<file path="src/rtl/tone_decoder_if.sv">
// rtl/tone_decoder_if.sv - tone line in, note status out; dur exists only with TONE_DECODER_DURATION_EN
interface tone_decoder_if #(
    parameter int PW = 20
);
    logic          tone_in;
    logic [3:0]    note;
    logic          note_strobe;
    logic [PW-1:0] period;
    logic          locked;
`ifdef TONE_DECODER_DURATION_EN
    logic [26:0]   dur;

    modport master (output tone_in, input note, note_strobe, period, locked, dur);
    modport slave  (input tone_in, output note, note_strobe, period, locked, dur);
`else
    modport master (output tone_in, input note, note_strobe, period, locked);
    modport slave  (input tone_in, output note, note_strobe, period, locked);
`endif
endinterface

</file>
<file path="src/rtl/tone_decoder.sv">
// rtl/tone_decoder.sv - square-wave period measurement and 12-note classifier
// Optional note-duration output under TONE_DECODER_DURATION_EN.
module tone_decoder #(
    parameter int CLK_HZ     = 50000000,
    parameter int PW         = 20,
    parameter int TOL_SHIFT  = 6,
    parameter int STABLE_CNT = 2,
    parameter int TIMEOUT    = 400000
) (
    input  logic         clk,
    input  logic         rst,
    tone_decoder_if.slave bus
);
    typedef enum logic [1:0] {SILENT, ARMED, TRACK} state_t;

    localparam logic [2:0] STABLE = 3'(STABLE_CNT);

    function automatic logic [63:0] note_chz(input int i);
        case (i)
            0:       return 64'd44000;
            1:       return 64'd49388;
            2:       return 64'd26163;
            3:       return 64'd29366;
            4:       return 64'd32963;
            5:       return 64'd34923;
            6:       return 64'd39200;
            7:       return 64'd46616;
            8:       return 64'd52325;
            9:       return 64'd55437;
            10:      return 64'd58733;
            default: return 64'd41530;
        endcase
    endfunction

    logic          sync1, tone_s, tone_d, rise;
    logic [PW-1:0] cnt;
    logic          timeout;
    logic [11:0]   hit;
    logic [3:0]    idx;

    state_t        state, state_n;
    logic [3:0]    cand, cand_n, note, note_n;
    logic [2:0]    mcount, mcount_n;
    logic [PW-1:0] period, period_n;
    logic          strobe, strobe_n, locked;

    always_ff @(posedge clk or posedge rst) begin
        if (rst) begin
            sync1  <= 1'b0;
            tone_s <= 1'b0;
            tone_d <= 1'b0;
        end else begin
            sync1  <= bus.tone_in;
            tone_s <= sync1;
            tone_d <= tone_s;
        end
    end

    assign rise = tone_s & ~tone_d;

    // Saturating so a dead line can never wrap back into a valid note period.
    always_ff @(posedge clk or posedge rst) begin
        if (rst)
            cnt <= '0;
        else if (rise)
            cnt <= PW'(1);
        else if (cnt != '1)
            cnt <= cnt + PW'(1);
    end

    assign timeout = (cnt == PW'(TIMEOUT));

    for (genvar g = 0; g < 12; g++) begin : g_tab
        localparam logic [63:0] NOM = (64'(CLK_HZ) * 64'd100) / note_chz(g);
        localparam logic [63:0] TOL = NOM >> TOL_SHIFT;
        assign hit[g] = (64'(cnt) >= NOM - TOL) && (64'(cnt) <= NOM + TOL);
    end

    // Scanning downward leaves the lowest matching index in idx.
    always_comb begin
        idx = 4'd15;
        for (int i = 11; i >= 0; i--)
            if (hit[i]) idx = 4'(i + 1);
    end

    always_comb begin
        state_n  = state;
        cand_n   = cand;
        mcount_n = mcount;
        note_n   = note;
        period_n = period;
        strobe_n = 1'b0;
        case (state)
            SILENT: begin
                if (rise) state_n = ARMED;
            end
            ARMED: begin
                if (rise) begin
                    period_n = cnt;
                    cand_n   = idx;
                    mcount_n = 3'd1;
                    state_n  = TRACK;
                end else if (timeout) begin
                    state_n = SILENT;
                end
            end
            TRACK: begin
                if (rise) begin
                    period_n = cnt;
                    if (idx == cand) begin
                        if (mcount < STABLE) mcount_n = mcount + 3'd1;
                    end else begin
                        cand_n   = idx;
                        mcount_n = 3'd1;
                    end
                    if (mcount_n == STABLE && cand_n != note) begin
                        note_n   = cand_n;
                        strobe_n = 1'b1;
                    end
                end else if (timeout) begin
                    state_n  = SILENT;
                    cand_n   = 4'd0;
                    mcount_n = 3'd0;
                    if (note != 4'd0) begin
                        note_n   = 4'd0;
                        strobe_n = 1'b1;
                    end
                end
            end
            default: state_n = SILENT;
        endcase
    end

    always_ff @(posedge clk or posedge rst) begin
        if (rst) begin
            state  <= SILENT;
            cand   <= 4'd0;
            mcount <= 3'd0;
            note   <= 4'd0;
            period <= '0;
            strobe <= 1'b0;
            locked <= 1'b0;
        end else begin
            state  <= state_n;
            cand   <= cand_n;
            mcount <= mcount_n;
            note   <= note_n;
            period <= period_n;
            strobe <= strobe_n;
            locked <= (note_n != 4'd0) && (note_n != 4'd15);
        end
    end

    assign bus.note        = note;
    assign bus.note_strobe = strobe;
    assign bus.period      = period;
    assign bus.locked      = locked;

`ifdef TONE_DECODER_DURATION_EN
    logic [26:0] dcnt, dur;

    // Restart beats count on the commit edge itself, so dur is commit-to-commit.
    always_ff @(posedge clk or posedge rst) begin
        if (rst) begin
            dcnt <= 27'd0;
            dur  <= 27'd0;
        end else begin
            if (strobe_n) dur <= dcnt;
            if (state != SILENT && state_n == SILENT)
                dcnt <= 27'd0;
            else if (strobe_n)
                dcnt <= 27'd1;
            else if (state == TRACK && dcnt != '1)
                dcnt <= dcnt + 27'd1;
        end
    end

    assign bus.dur = dur;
`endif
endmodule

</file>
<file path="src/flat_wrapper.sv">
// flat-port wrapper written by rule: the top's interface ports become plain ports
module tone_decoder_flat 
#(
    parameter int CLK_HZ     = 50000000,
    parameter int PW         = 20,
    parameter int TOL_SHIFT  = 6,
    parameter int STABLE_CNT = 2,
    parameter int TIMEOUT    = 400000
)
  (clk, rst, bus_tone_in, bus_note, bus_note_strobe, bus_period, bus_locked);
  tone_decoder_if #(.PW(PW)) bus_i ();
  input  logic clk;
  input  logic rst;
  input wire logic [$bits(bus_i.tone_in)-1:0] bus_tone_in;
  output wire logic [$bits(bus_i.note)-1:0] bus_note;
  output wire logic [$bits(bus_i.note_strobe)-1:0] bus_note_strobe;
  output wire logic [$bits(bus_i.period)-1:0] bus_period;
  output wire logic [$bits(bus_i.locked)-1:0] bus_locked;
  assign bus_i.tone_in = bus_tone_in;
  assign bus_note = bus_i.note;
  assign bus_note_strobe = bus_i.note_strobe;
  assign bus_period = bus_i.period;
  assign bus_locked = bus_i.locked;
  tone_decoder #(.CLK_HZ(CLK_HZ), .PW(PW), .TOL_SHIFT(TOL_SHIFT), .STABLE_CNT(STABLE_CNT), .TIMEOUT(TIMEOUT)) u_core (.clk(clk), .rst(rst), .bus(bus_i));
endmodule
</file>
<file path="config.mk">
export PLATFORM = sky130hd
export DESIGN_NAME = tone_decoder_flat
export DESIGN_NICKNAME = d
export VERILOG_FILES = /design/src/rtl/tone_decoder_if.sv /design/src/rtl/tone_decoder.sv /design/src/flat_wrapper.sv
export SDC_FILE = /design/constraint.sdc
export NUM_CORES = 1
export LEC_CHECK = 0
export ABC_AREA = 1
export CAP_MARGIN = 20
export CORE_AREA = 2 2 97 99
export DETAILED_ROUTE_END_ITERATION = 10
export DIE_AREA = 0 0 99 101
export PLACE_DENSITY = 0.72
export SETUP_SLACK_MARGIN = 0.3
export SYNTH_ARGS = -nofsm -noshare
export SYNTH_HDL_FRONTEND = slang
export SYNTH_SLANG_ARGS = --single-unit
</file>
<file path="constraint.sdc">
create_clock -name clk -period 3 [get_ports clk]
set_input_delay 0.3 -clock clk [delete_from_list [all_inputs] [get_ports clk]]
set_output_delay 0.3 -clock clk [all_outputs]
set_load 0.05 [all_outputs]
</file>
==> metrics <==
first-pass GRT wire length=between 20 and 30 mm; port bufs=28; sequential area share after synthesis=between 30 and 40%; diodes inserted=0; total of max-cap violations=0; simple logic cell fraction of the synthesized area=43.0%; Post-synth EDFFs=0; DRC Markers=0; routed vias/inst=6.09; Synth Area in Compound Gates=13.2%; Worst setup SP type=flip-flop; worst-path maximum fanout=7; GRT Residual Overflow=0; Max stage delay on crit path=about 0.48 ns; Avg Cell Area, Syn=around 6.4 sq um; worst-path cell chain=nor2_4 > buf_6 > nand2_8 > buf_4 > a21oi_1 > nand2_1 > nand2_2 > nor2_4 > nor2_8 > nand2_2 > nand2_1 > nand2_1 > nor2_2 > nand3_2 > nor2_4 > nand3_4 > nand2_2 > nand3_2 > a21oi_2 > nand2_1 > nand2_1 > nand2_1; clock sink count=58; fin nets=~890; final wirelength=approximately 20 mm; final core utilization=between 70 and 80%; Post-Syn Instances=approximately 730; Async S/R FF share, synth=100%; largest family of logic cells by synthesized area=simple AND/OR/NAND/NOR gates; Most common cell on crit path=nand2_1; DR vias=~6.0k; Synth Net Count=roughly 740; layout cell share with drive strength beyond 1=roughly two fifths; Core Box Area=8980 sq um; outcome=complete, but fails checks; Req. time, crit path=between 3 and 4 ns; Setup crit end kind=flip-flop; # fillers=approximately 700; Ports=29; crit path DAT=3.34 ns; adder-cell share of the synthesized area=roughly 2.4%; CTS max path bufs=2; Pins Over Slew Limit=0; Core Rows=35; top cells by area, synth=dfrtp_1 (31%), nand2_1 (16%), nor2_1 (7.4%); flop-to-flop setup slack=-0.1 ns; worst-margin pin slew=0.795 ns; Worst-path clk slew=0.08 ns; worst hold slack=0.302 ns; total CTS buffers=9; pin count of the biggest net entering global routing=41; Reg2Reg Depth=22; WS Path Type=flip-flop to flip-flop; RePlAce Congestion=between 1 and 1.5; Yosys cell types=36; Synth Area in XOR/XNOR=less than 1%; Reg-to-Reg Start=u_core.cnt[18]; CP bufs+invs=2; power consumption=3550 uW; warning count from the yosys run=0; post-synthesis mux area share=0%; minimum clock period=3.10 ns; htree depth=3; Root Driver=clkbuf_8; failing checks=negative setup slack; Pwr Density=521 nW/um^2; Post-Syn Area=between 4000 and 5000 sq um; Die ar.=10000 sq um; Chip Width=between 90 and 100 um; share of the synthesized area in the top cell type=31.1%; Post-DRT Antenna Nets=0; Slew HR=approximately 47%; worst skew pair latency=between 0.3 and 0.4 ns; Leak=between 0.003 and 0.004 uW; max frequency=between 300 and 400 MHz; gr usage total=around two fifths; Setup Skew=around 0.012 ns; area grow syn2layout=46.0%; cell family with most CP delay=simple AND/OR/NAND/NOR gates; Post-DP HPWL=14.4 mm; Synth top cells by count=nand2_1 (199), nor2_1 (92), inv_1 (81), nand3_1 (60), dfrtp_1 (58); vias in the first global route=5,527; Most used DFF post-synth=dfrtp_1; Final Worst Setup Slack=-0.0978 ns; FF-to-FF End=u_core.bus.locked; Hold Crit Class=input pin to async pin; VDD IR max=0.000491 V; drt pass-1 iters=8; Avg WL per Cell=20.2 um; RSZ-0062 raised after global routing=true; most frequent cell after synthesis=nand2_1; CTS tree=done; Crit path depth=22; DR iter-0 viols=approximately 660; Synth area leader=dfrtp_1; # setup viols final=2; register bit total from synthesis=just under 60; initial core utilization=~52%; initial antenna violation count=0; Die Span Y=101 um; final period utilization=103%; slowest stage cell, crit path=dfrtp_2; Fin. Hold Viols=0
-- registers in the layout, indices dropped and copies added (netlist names), 2 cells and up --
signal / count
u_core.cand: 4
u_core.state: 2
u_core.mcount: 3
u_core.bus.note: 4
u_core.bus.period: 20
u_core.cnt: 20
-- worst max path at each step --
| stage | startpoint | to | slack, ns |
|---|---|---|---|
| 6_report | u_core.cnt[18] | u_core.bus.locked | -0.1 |
| 5_1_grt | u_core.cnt[18] | u_core.bus.locked | -0.20 |
| 4_1_cts | u_core.cnt[18] | u_core.bus.locked | 0.09 |
| 3_5_place_dp | u_core.cnt[1] | u_core.bus.locked | -0.08 |
| 3_3_place_gp | u_core.cnt[8] | u_core.bus.locked | -0.16 |
| 2_1_floorplan | u_core.cnt[0] | u_core.bus.locked | 0.45 |
-- tightest hold or removal path: stages --
cell and delay [ns]:
clkdlybuf4s50_1 0.41, inv_2 0.06, buf_4 0.28
-- cells in the final DEF (no fill, tap or decap), types with 10 or more instances in the layout --
cell type and n:
nand2_4 10, nor2_4 28, nand3_1 47, buf_6 10, dfrtp_2 19, buf_4 115, dfrtp_1 39, nand3_2 15
nand2_1 157, nor2_1 52, nor3_1 14, a21oi_1 30, inv_4 11, nor2_2 30, inv_1 57, nand2_2 45
nand4_1 20, o21ai_0 43, clkdlybuf4s50_1 28, inv_2 24
-- logic make-up after synthesis --
kind of cell / after synthesis
AOI/OAI and AO/OA: 112
adders and majority gates: 9
xor gates and xnor gates: 1
DFF: 58
buffers and inverters: 115
and+or+nand+nor: 437
-- per-layer routing --
metal,routed length (um),vias up,share of wire (%),global-route usage [%]
li1,-,2684,-,-
met1,8030,2844,40,53.7
met2,8860,415,44,56.9
met3,2190,102,11,8.11
met4,981,0,4.9,18.7
met5,0,-,0,0
-- repair_timing --
action / in CTS / in global routing
pin swaps: 22 / 71
resized for setup: 75 / 146
hold buffers: 0 / 0
cloned: 0 / 0
buffers inserted: 21 / 23
endpoints found under the setup margin: 11 / 19
-- where the power goes --
| part | total (uW) | switching [uW] | internal (uW) |
|---|---|---|---|
| clock | 832 | 367 | 466 |
| sequential | 1080 | 153 | 923 |
| combinational | 1640 | 1080 | 562 |
-- metrics by stage --
stage | cell area, sq um | worst slack [ns] | setup TNS [ns] | cells
3_5_place_dp | 5580 | -0.0792 | -0.102 | 933
3_3_place_gp | 5580 | -0.156 | -0.227 | 933
6_report | 6810 | -0.0978 | -0.136 | 993
4_1_cts | 6160 | 0.0893 | 0 | 970
2_1_floorplan | 4660 | 0.447 | 0 | 732
5_1_grt | 6810 | -0.203 | -0.352 | 993
-- area by class of cell --
type                    count  area (sq um)  area share, %
multi-input cells         559          3330           48.9
flip-flops and latches     58          1480           21.7
repair buffers            153          1260           18.5
inverters                  96           389           5.72
well taps                 111           139           2.04
clock buffers               9           124           1.82
clock inverters             7          93.8           1.38
No activity file was read; power rests on OpenSTA's default activity.
